$ cat config.mk
export PLATFORM = sky130hd
export DESIGN_NAME = led_pattern_sequencer_flat
export DESIGN_NICKNAME = d
export VERILOG_FILES = /design/src/rtl/led_pattern_sequencer_if.sv /design/src/rtl/led_pattern_sequencer.sv /design/src/flat_wrapper.sv
export SDC_FILE = /design/constraint.sdc
export NUM_CORES = 1
export LEC_CHECK = 0
export CAP_MARGIN = 5
export CORE_MARGIN = 3
export CORE_UTILIZATION = 45
export CTS_BUF_LIST = sky130_fd_sc_hd__clkbuf_4 sky130_fd_sc_hd__clkbuf_8 sky130_fd_sc_hd__clkbuf_16
export CTS_CLUSTER_SIZE = 30
export DETAILED_ROUTE_END_ITERATION = 8
export DONT_BUFFER_PORTS = 1
export GPL_ROUTABILITY_DRIVEN = 0
export PLACE_DENSITY = 0.68
export REMOVE_ABC_BUFFERS = 1
export SLEW_MARGIN = 40
export SYNTH_ARGS = -nofsm -noshare
export SYNTH_HDL_FRONTEND = slang
export SYNTH_SLANG_ARGS = --single-unit
$ cat constraint.sdc
create_clock -name CLK -period 2.8 [get_ports CLK]
set_input_delay 0.28 -clock CLK [delete_from_list [all_inputs] [get_ports CLK]]
set_output_delay 0.28 -clock CLK [all_outputs]
set_load 0.02 [all_outputs]
$ cat src/rtl/led_pattern_sequencer_if.sv
// Control and status bundle between an LED pattern engine and whatever drives it
// (buttons, UART bridge, or tie-offs).
interface led_pattern_sequencer_if #(
    parameter int W        = 8,
    parameter int DIV_BITS = 24
);
    logic                en;
    logic [1:0]          mode;
    logic                load;
    logic [W-1:0]        pattern;
    logic [DIV_BITS-1:0] period;
    logic [W-1:0]        leds;
    logic                step;
    logic                dir;

    modport master (
        output en, mode, load, pattern, period,
        input  leds, step, dir
    );

    modport slave (
        input  en, mode, load, pattern, period,
        output leds, step, dir
    );
endinterface

$ cat src/rtl/led_pattern_sequencer.sv
// LED pattern engine: programmable-period divider advancing a W-bit pattern
// register in rotate-left, rotate-right, bounce or blink mode.
//
// dir state | meaning
// ----------+--------------------------------------
// DIR_UP    | bounce moving toward MSB (shift left)
// DIR_DOWN  | bounce moving toward LSB (shift right)
module led_pattern_sequencer #(
    parameter int           W        = 8,
    parameter int           DIV_BITS = 24,
    parameter logic [W-1:0] INIT     = W'(1)
) (
    input logic                  CLK,
    input logic                  RSTN,
    led_pattern_sequencer_if.slave bus
);
    localparam logic [1:0] MODE_ROTL   = 2'b00;
    localparam logic [1:0] MODE_ROTR   = 2'b01;
    localparam logic [1:0] MODE_BOUNCE = 2'b10;
    localparam logic       DIR_UP      = 1'b0;
    localparam logic       DIR_DOWN    = 1'b1;

    logic [DIV_BITS-1:0] cnt_q;
    logic [W-1:0]        leds_q;
    logic [W-1:0]        leds_nxt;
    logic                dir_q;
    logic                dir_nxt;
    logic                step_q;
    logic                tick;

    // >= rather than == so a period lowered below the running count fires at once.
    assign tick = bus.en && (cnt_q >= bus.period);

    always_comb begin
        leds_nxt = leds_q;
        dir_nxt  = dir_q;
        case (bus.mode)
            MODE_ROTL: leds_nxt = {leds_q[W-2:0], leds_q[W-1]};
            MODE_ROTR: leds_nxt = {leds_q[0], leds_q[W-1:1]};
            MODE_BOUNCE: begin
                if (dir_q == DIR_UP) begin
                    if (leds_q[W-1]) begin
                        dir_nxt  = DIR_DOWN;
                        leds_nxt = leds_q >> 1;
                    end else begin
                        leds_nxt = leds_q << 1;
                    end
                end else begin
                    if (leds_q[0]) begin
                        dir_nxt  = DIR_UP;
                        leds_nxt = leds_q << 1;
                    end else begin
                        leds_nxt = leds_q >> 1;
                    end
                end
            end
            default: leds_nxt = ~leds_q;
        endcase
    end

    always_ff @(posedge CLK or negedge RSTN) begin
        if (!RSTN) begin
            cnt_q  <= '0;
            leds_q <= INIT;
            dir_q  <= DIR_UP;
            step_q <= 1'b0;
        end else if (bus.load) begin
            cnt_q  <= '0;
            leds_q <= bus.pattern;
            dir_q  <= DIR_UP;
            step_q <= 1'b0;
        end else if (tick) begin
            cnt_q  <= '0;
            leds_q <= leds_nxt;
            dir_q  <= dir_nxt;
            step_q <= 1'b1;
        end else begin
            if (bus.en) begin
                cnt_q <= cnt_q + DIV_BITS'(1);
            end
            step_q <= 1'b0;
        end
    end

    assign bus.leds = leds_q;
    assign bus.step = step_q;
    assign bus.dir  = dir_q;
endmodule

$ cat src/flat_wrapper.sv
// flat-port wrapper written by rule: the top's interface ports become plain ports
module led_pattern_sequencer_flat 
#(
    parameter int           W        = 8,
    parameter int           DIV_BITS = 24,
    parameter logic [W-1:0] INIT     = W'(1)
)
  (CLK, RSTN, bus_en, bus_mode, bus_load, bus_pattern, bus_period, bus_leds, bus_step, bus_dir);
  led_pattern_sequencer_if #(.W(W), .DIV_BITS(DIV_BITS)) bus_i ();
  input logic CLK;
  input logic RSTN;
  input wire logic [$bits(bus_i.en)-1:0] bus_en;
  input wire logic [$bits(bus_i.mode)-1:0] bus_mode;
  input wire logic [$bits(bus_i.load)-1:0] bus_load;
  input wire logic [$bits(bus_i.pattern)-1:0] bus_pattern;
  input wire logic [$bits(bus_i.period)-1:0] bus_period;
  output wire logic [$bits(bus_i.leds)-1:0] bus_leds;
  output wire logic [$bits(bus_i.step)-1:0] bus_step;
  output wire logic [$bits(bus_i.dir)-1:0] bus_dir;
  assign bus_i.en = bus_en;
  assign bus_i.mode = bus_mode;
  assign bus_i.load = bus_load;
  assign bus_i.pattern = bus_pattern;
  assign bus_i.period = bus_period;
  assign bus_leds = bus_i.leds;
  assign bus_step = bus_i.step;
  assign bus_dir = bus_i.dir;
  led_pattern_sequencer #(.W(W), .DIV_BITS(DIV_BITS), .INIT(INIT)) u_core (.CLK(CLK), .RSTN(RSTN), .bus(bus_i));
endmodule
## Yosys cells after proc, flatten, opt, wreduce, memory -nomap -nowiden

Cells that the tools add are included.

| word-level totals | value |
|---|---|
| memory bits (read-only) | 0 |
| latch bits | 0 |
| bits of input ports | 38 |
| memories | 0 |
| output and inout bits | 10 |
| word-level logic and storage cells | 32 |
| flip-flop bits (word level) | 34 |
| RAM bits | 0 |

| operators by class | value |
|---|---|
| $lt $le $gt $ge | 1 |
| add/subtract/negate cells | 1 |
| div/mod/pow operators | 0 |
| reductions and logical operators | 6 |
| muxes and demuxes | 17 |
| shift-type cells | 0 |
| multipliers | 0 |
| bitwise operators | 1 |
| equal/unequal tests | 2 |

Operators with widths:

| cell | count |
|---|---|
| $mux W24 | 3 |
| $mux W8 | 5 |
| $add A24 B1 Y24 const B | 1 |
| $ge A24 B24 Y1 | 1 |
| $pmux W8 S3 | 1 |
| $mux W1 | 8 |
| $not A8 Y8 | 1 |
| $reduce_bool A2 Y1 | 2 |
| $reduce_bool A3 Y1 | 1 |
| $eq A2 B1 Y1 const B | 1 |
| $eq A2 B2 Y1 const B | 1 |
| $logic_not A2 Y1 | 1 |
| $reduce_and A2 Y1 | 1 |
| $logic_and A1 B1 Y1 | 1 |

## Longest topological paths before layout

| logic depth | value |
|---|---|
| depth after elaboration | 5 |
| depth in mapped cells | 10 |
| mapped depth without buffers | 8 |

## Least setup slack after synthesis

No wires, ideal clock.

| timing path | value |
|---|---|
| kind | register to register |
| start point | register u_core.cnt_q[21] |
| end point | register u_core.cnt_q[21] |
| clock period less this slack | 2,033 ps |
| stages on the path, launching flop included | 10 |
| data arrival time | 1,896 ps |
| buffers on the path | 2 |
| slack | 767 ps |
| cell sequence | dfrtp_1 ha_1 nand4_2 nor4_2 nand2_1 and4b_1 buf_6 a21oi_4 buf_4 nor3_1 |

| between the ends | value |
|---|---|
| cells in the longest elaborated chain, start to end | 4 |
| elaborated cells between the ends (all ways) | 7 |
| classes of those cells | 1 x add/sub; 1 x order compare; 3 x mux; 2 x reduce/logical |

Ends and longest elaborated chain:

| what | line | text |
|---|---|---|
| start, declared | led_pattern_sequencer.sv:23 | `logic [DIV_BITS-1:0] cnt_q;` |
| start signal, assigned | led_pattern_sequencer.sv:79 | `cnt_q <= cnt_q + DIV_BITS'(1);` |
| $add A24 B1 Y24 / $ge A24 B24 Y1 (equally long branches) | led_pattern_sequencer.sv:79, led_pattern_sequencer.sv:32 |  |
| $mux W24 / $logic_and A1 B1 Y1 (equally long branches) | led_pattern_sequencer.sv:78, led_pattern_sequencer.sv:32 |  |
| $mux W24 | led_pattern_sequencer.sv:72 | `end else if (tick) begin` |
| $mux W24 | led_pattern_sequencer.sv:67 | `end else if (bus.load) begin` |

Parallel ways exist; a longest one is shown, timed or not. The select of a mux whose other input is x is not followed.
A chain may end at the register's enable or synchronous reset.

## Worst setup path in the final report

| timing path | value |
|---|---|
| start point | register u_core.cnt_q[19] |
| end point | register u_core.cnt_q[21] |

Same word-level chain as after synthesis.

==> metrics.txt <==
Syn. warnings 0; vias in the first global route 2264; run status finished, final reports clean; endpoints failing setup 0; Critical Path End Type flop; startpoint types flop; DRT iter0 DRCs 102; via count between 2000 and 2500; clock sink total 34; # Post-CTS Setup Buffers 0; syn avg cell area ~8.3 sq um; post-layout worst setup margin between 0.3 and 0.4 ns; final hold vios 0; flops & latches, synth 34; commonest non-fill, non-tap cell in the layout inv_1; DP HPWL between 4000 and 5000 microns; CTS tree yes; drt wl/cell approximately 16 microns; fillers ~560; share of the synthesized area in the top cell type 0.2997; Crit Path Category reg -> reg; Tcrit/Tclk final 0.8670; CTS max path bufs 2; Top Ports 48; Synth async-reset ratio 1.000; Tot GR Track Use 0.1803; Detailed Routing Iterations Pass 1 4; Vias/cell ~6; share of cells above drive strength 1 0.07362; core area about 5700 sq um; share of the yosys chip area belonging to registers 0.3093; number of routed nets with antenna violations 0; Crit path arrival time approximately 2.6 ns; placed cell areas ~2800 sq um; initial core utilization 0.4826; Fmax achieved slightly above 400 MHz; std cell rows 27; largest area contributor in the netlist dfrtp_1; chip width 84.25 microns; I/O Buffers 0; Setup WS pre-CTS ~0.36 ns; Worst-path clk slew 0.07 ns; final instance area 2899 sq um; TritonCTS Buffers 5; initial antenna violation count 0; crit path time final roughly 2.4 ns; pin count of the biggest net entering global routing between 50 and 60; IR drop worst, VDD between 0.0002 and 0.0003 V; power consumption about 0.0011 W; Distinct cells, synth 50; RSZ-0062 raised after global routing no; Post-synth EDFFs 0; Root Buffer clkbuf_8; clock latency on the worst-skew pair between 0.2 and 0.3 ns; Main synth FF type dfrtp_1; Pins Over Slew Limit 0; Detailed Route WL between 6000 and 7000 microns; final core occ 0.5078; Static Leak approximately 1.3 nW; GRT overflow 0; commonest non-fill, non-tap cells in the layout inv_1, nand2_1, dfrtp_1, ha_1, nor3_1; cell count after synthesis 330; Area growth, synth to finish 5.223%; chip height 84.25 microns; Hold WC Path Type in -> reg; Nets around 390; # DRC 0; pwr/cell area ~370 nW/um^2; Setup Skew 0.005022 ns; Post-Syn Area between 2000 and 3000 sq um; Worst Path Required between 2 and 3 ns; n_diodes 0; max-cap viol count 0; final setup TNS 0 ns; Rel. slew slack 0.6900; die area just over 7000 sq um; synth top area cells dfrtp_1, ha_1, inv_1; first-pass GRT wire length 10630 microns; Worst Max-Slew Pin Slew approximately 0.46 ns; H-tree depth 2; CP max FO 18
==> layout make-up <==
| class | count | area, sq um | share of cell area |
|---|---|---|---|
| clock inverter | 2 | 12.51 | 0.004316 |
| timing repair buffer | 3 | 37.54 | 0.01295 |
| sequential | 34 | 852.1 | 0.2939 |
| clock buffer | 6 | 82.58 | 0.02849 |
| tap | 72 | 90.09 | 0.03107 |
| inverter | 35 | 131.4 | 0.04532 |
| multi-input combinational | 246 | 1693 | 0.5839 |
==> what timing repair did <==
action                    CTS  global route
hold buffers                2             0
hold endpoints to repair   34             0
resized for setup           0             0
==> stage by stage <==
| stage | hold slack, ns | cells |
|---|---|---|
| finish | 0.06861 | 398 |
| global route | 0.04409 | 398 |
| CTS | 0.04926 | 398 |
| detailed placement | -0.01441 | 388 |
| global placement | -0.01442 | 388 |
| floorplan | -0.01559 | 315 |
==> cells by family (layout without fill, tap and decap cells) <==
logic type / Yosys count / count (layout) / synth area share
AND/OR/NAND/NOR: 121 / 121 / 0.2271
multiplexers: 4 / 4 / 0.01499
buffers and inverters: 50 / 46 / 0.07629
flip-flops: 34 / 34 / 0.3093
XOR/XNOR: 18 / 18 / 0.05722
AO/OA/AOI/OAI: 78 / 78 / 0.2016
adder cells (fa/ha/maj): 25 / 25 / 0.1135
==> sequential cells by signal (all words and copies together), names as in the netlist <==
register	count
u_core.bus.dir	1
u_core.bus.leds	8
u_core.bus.step	1
u_core.cnt_q	24
==> power breakdown <==
| group | leakage (nW) | switching, W | internal (W) |
|---|---|---|---|
| logic | 0.773 | 0.0000757 | 0.0000619 |
| clock network | 0.0472 | 0.000197 | 0.000198 |
| registers | 0.453 | 0.0000430 | 0.000507 |
==> worst max-delay path: stages (launching register included) <==
cell,delay (ns)
dfrtp_1,0.41
ha_1,0.32
nand4_1,0.16
nor4_2,0.32
nand2_1,0.11
and4b_1,0.37
a21oi_4,0.27
buf_4,0.27
nor3_1,0.08
==> path summary, 6_finish.rpt <==
path / start / to / slack [ns] / cells past startpoint
max: u_core.cnt_q[19]$_DFFE_PN0P_ / u_core.cnt_q[21]$_DFFE_PN0P_ / 0.37 / 8
min: bus_load / u_core.cnt_q[4]$_DFFE_PN0P_ / 0.07 / 1
max reg2reg: u_core.cnt_q[19]$_DFFE_PN0P_ / u_core.cnt_q[21]$_DFFE_PN0P_ / 0.37 / 8
min reg2reg: u_core.cnt_q[23]$_DFFE_PN0P_ / u_core.cnt_q[23]$_DFFE_PN0P_ / 0.57 / 2
max in group asynchronous: RSTN / u_core.bus.leds[0]$_DFFE_PN1P_ / 2.11 / 2
min in group asynchronous: RSTN / u_core.cnt_q[10]$_DFFE_PN0P_ / 0.44 / 2
==> synth_stat cells, types with 2 or more instances <==
| cell type | count |
|---|---|
| a211o_1 | 5 |
| a211oi_1 | 2 |
| a21o_1 | 2 |
| a21oi_1 | 20 |
| a21oi_4 | 2 |
| a31oi_1 | 6 |
| and3_1 | 5 |
| buf_2 | 3 |
| buf_6 | 2 |
| clkbuf_1 | 9 |
| dfrtp_1 | 33 |
| ha_1 | 25 |
| inv_1 | 34 |
| mux2i_1 | 3 |
| nand2_1 | 33 |
| nand2b_1 | 7 |
| nand3_1 | 13 |
| nand4_1 | 6 |
| nor2_1 | 19 |
| nor2b_1 | 2 |
| nor3_1 | 23 |
| nor4_1 | 3 |
| o2111ai_1 | 2 |
| o211ai_1 | 8 |
| o21ai_0 | 14 |
| o221a_2 | 2 |
| o2bb2ai_2 | 2 |
| o311ai_0 | 5 |
| o31ai_1 | 2 |
| o32ai_1 | 2 |
| xnor2_1 | 11 |
| xor2_1 | 7 |
==> per-layer routing <==
metal	track usage	wire [microns]	vias to the layer above
met1	0.2383	2876	1103
met4	0.02193	13	0
met2	0.3056	2969	62
li1	-	-	1180
met5	0	0	-
met3	0.04711	310	2
Power figures use the tool's default switching activity.
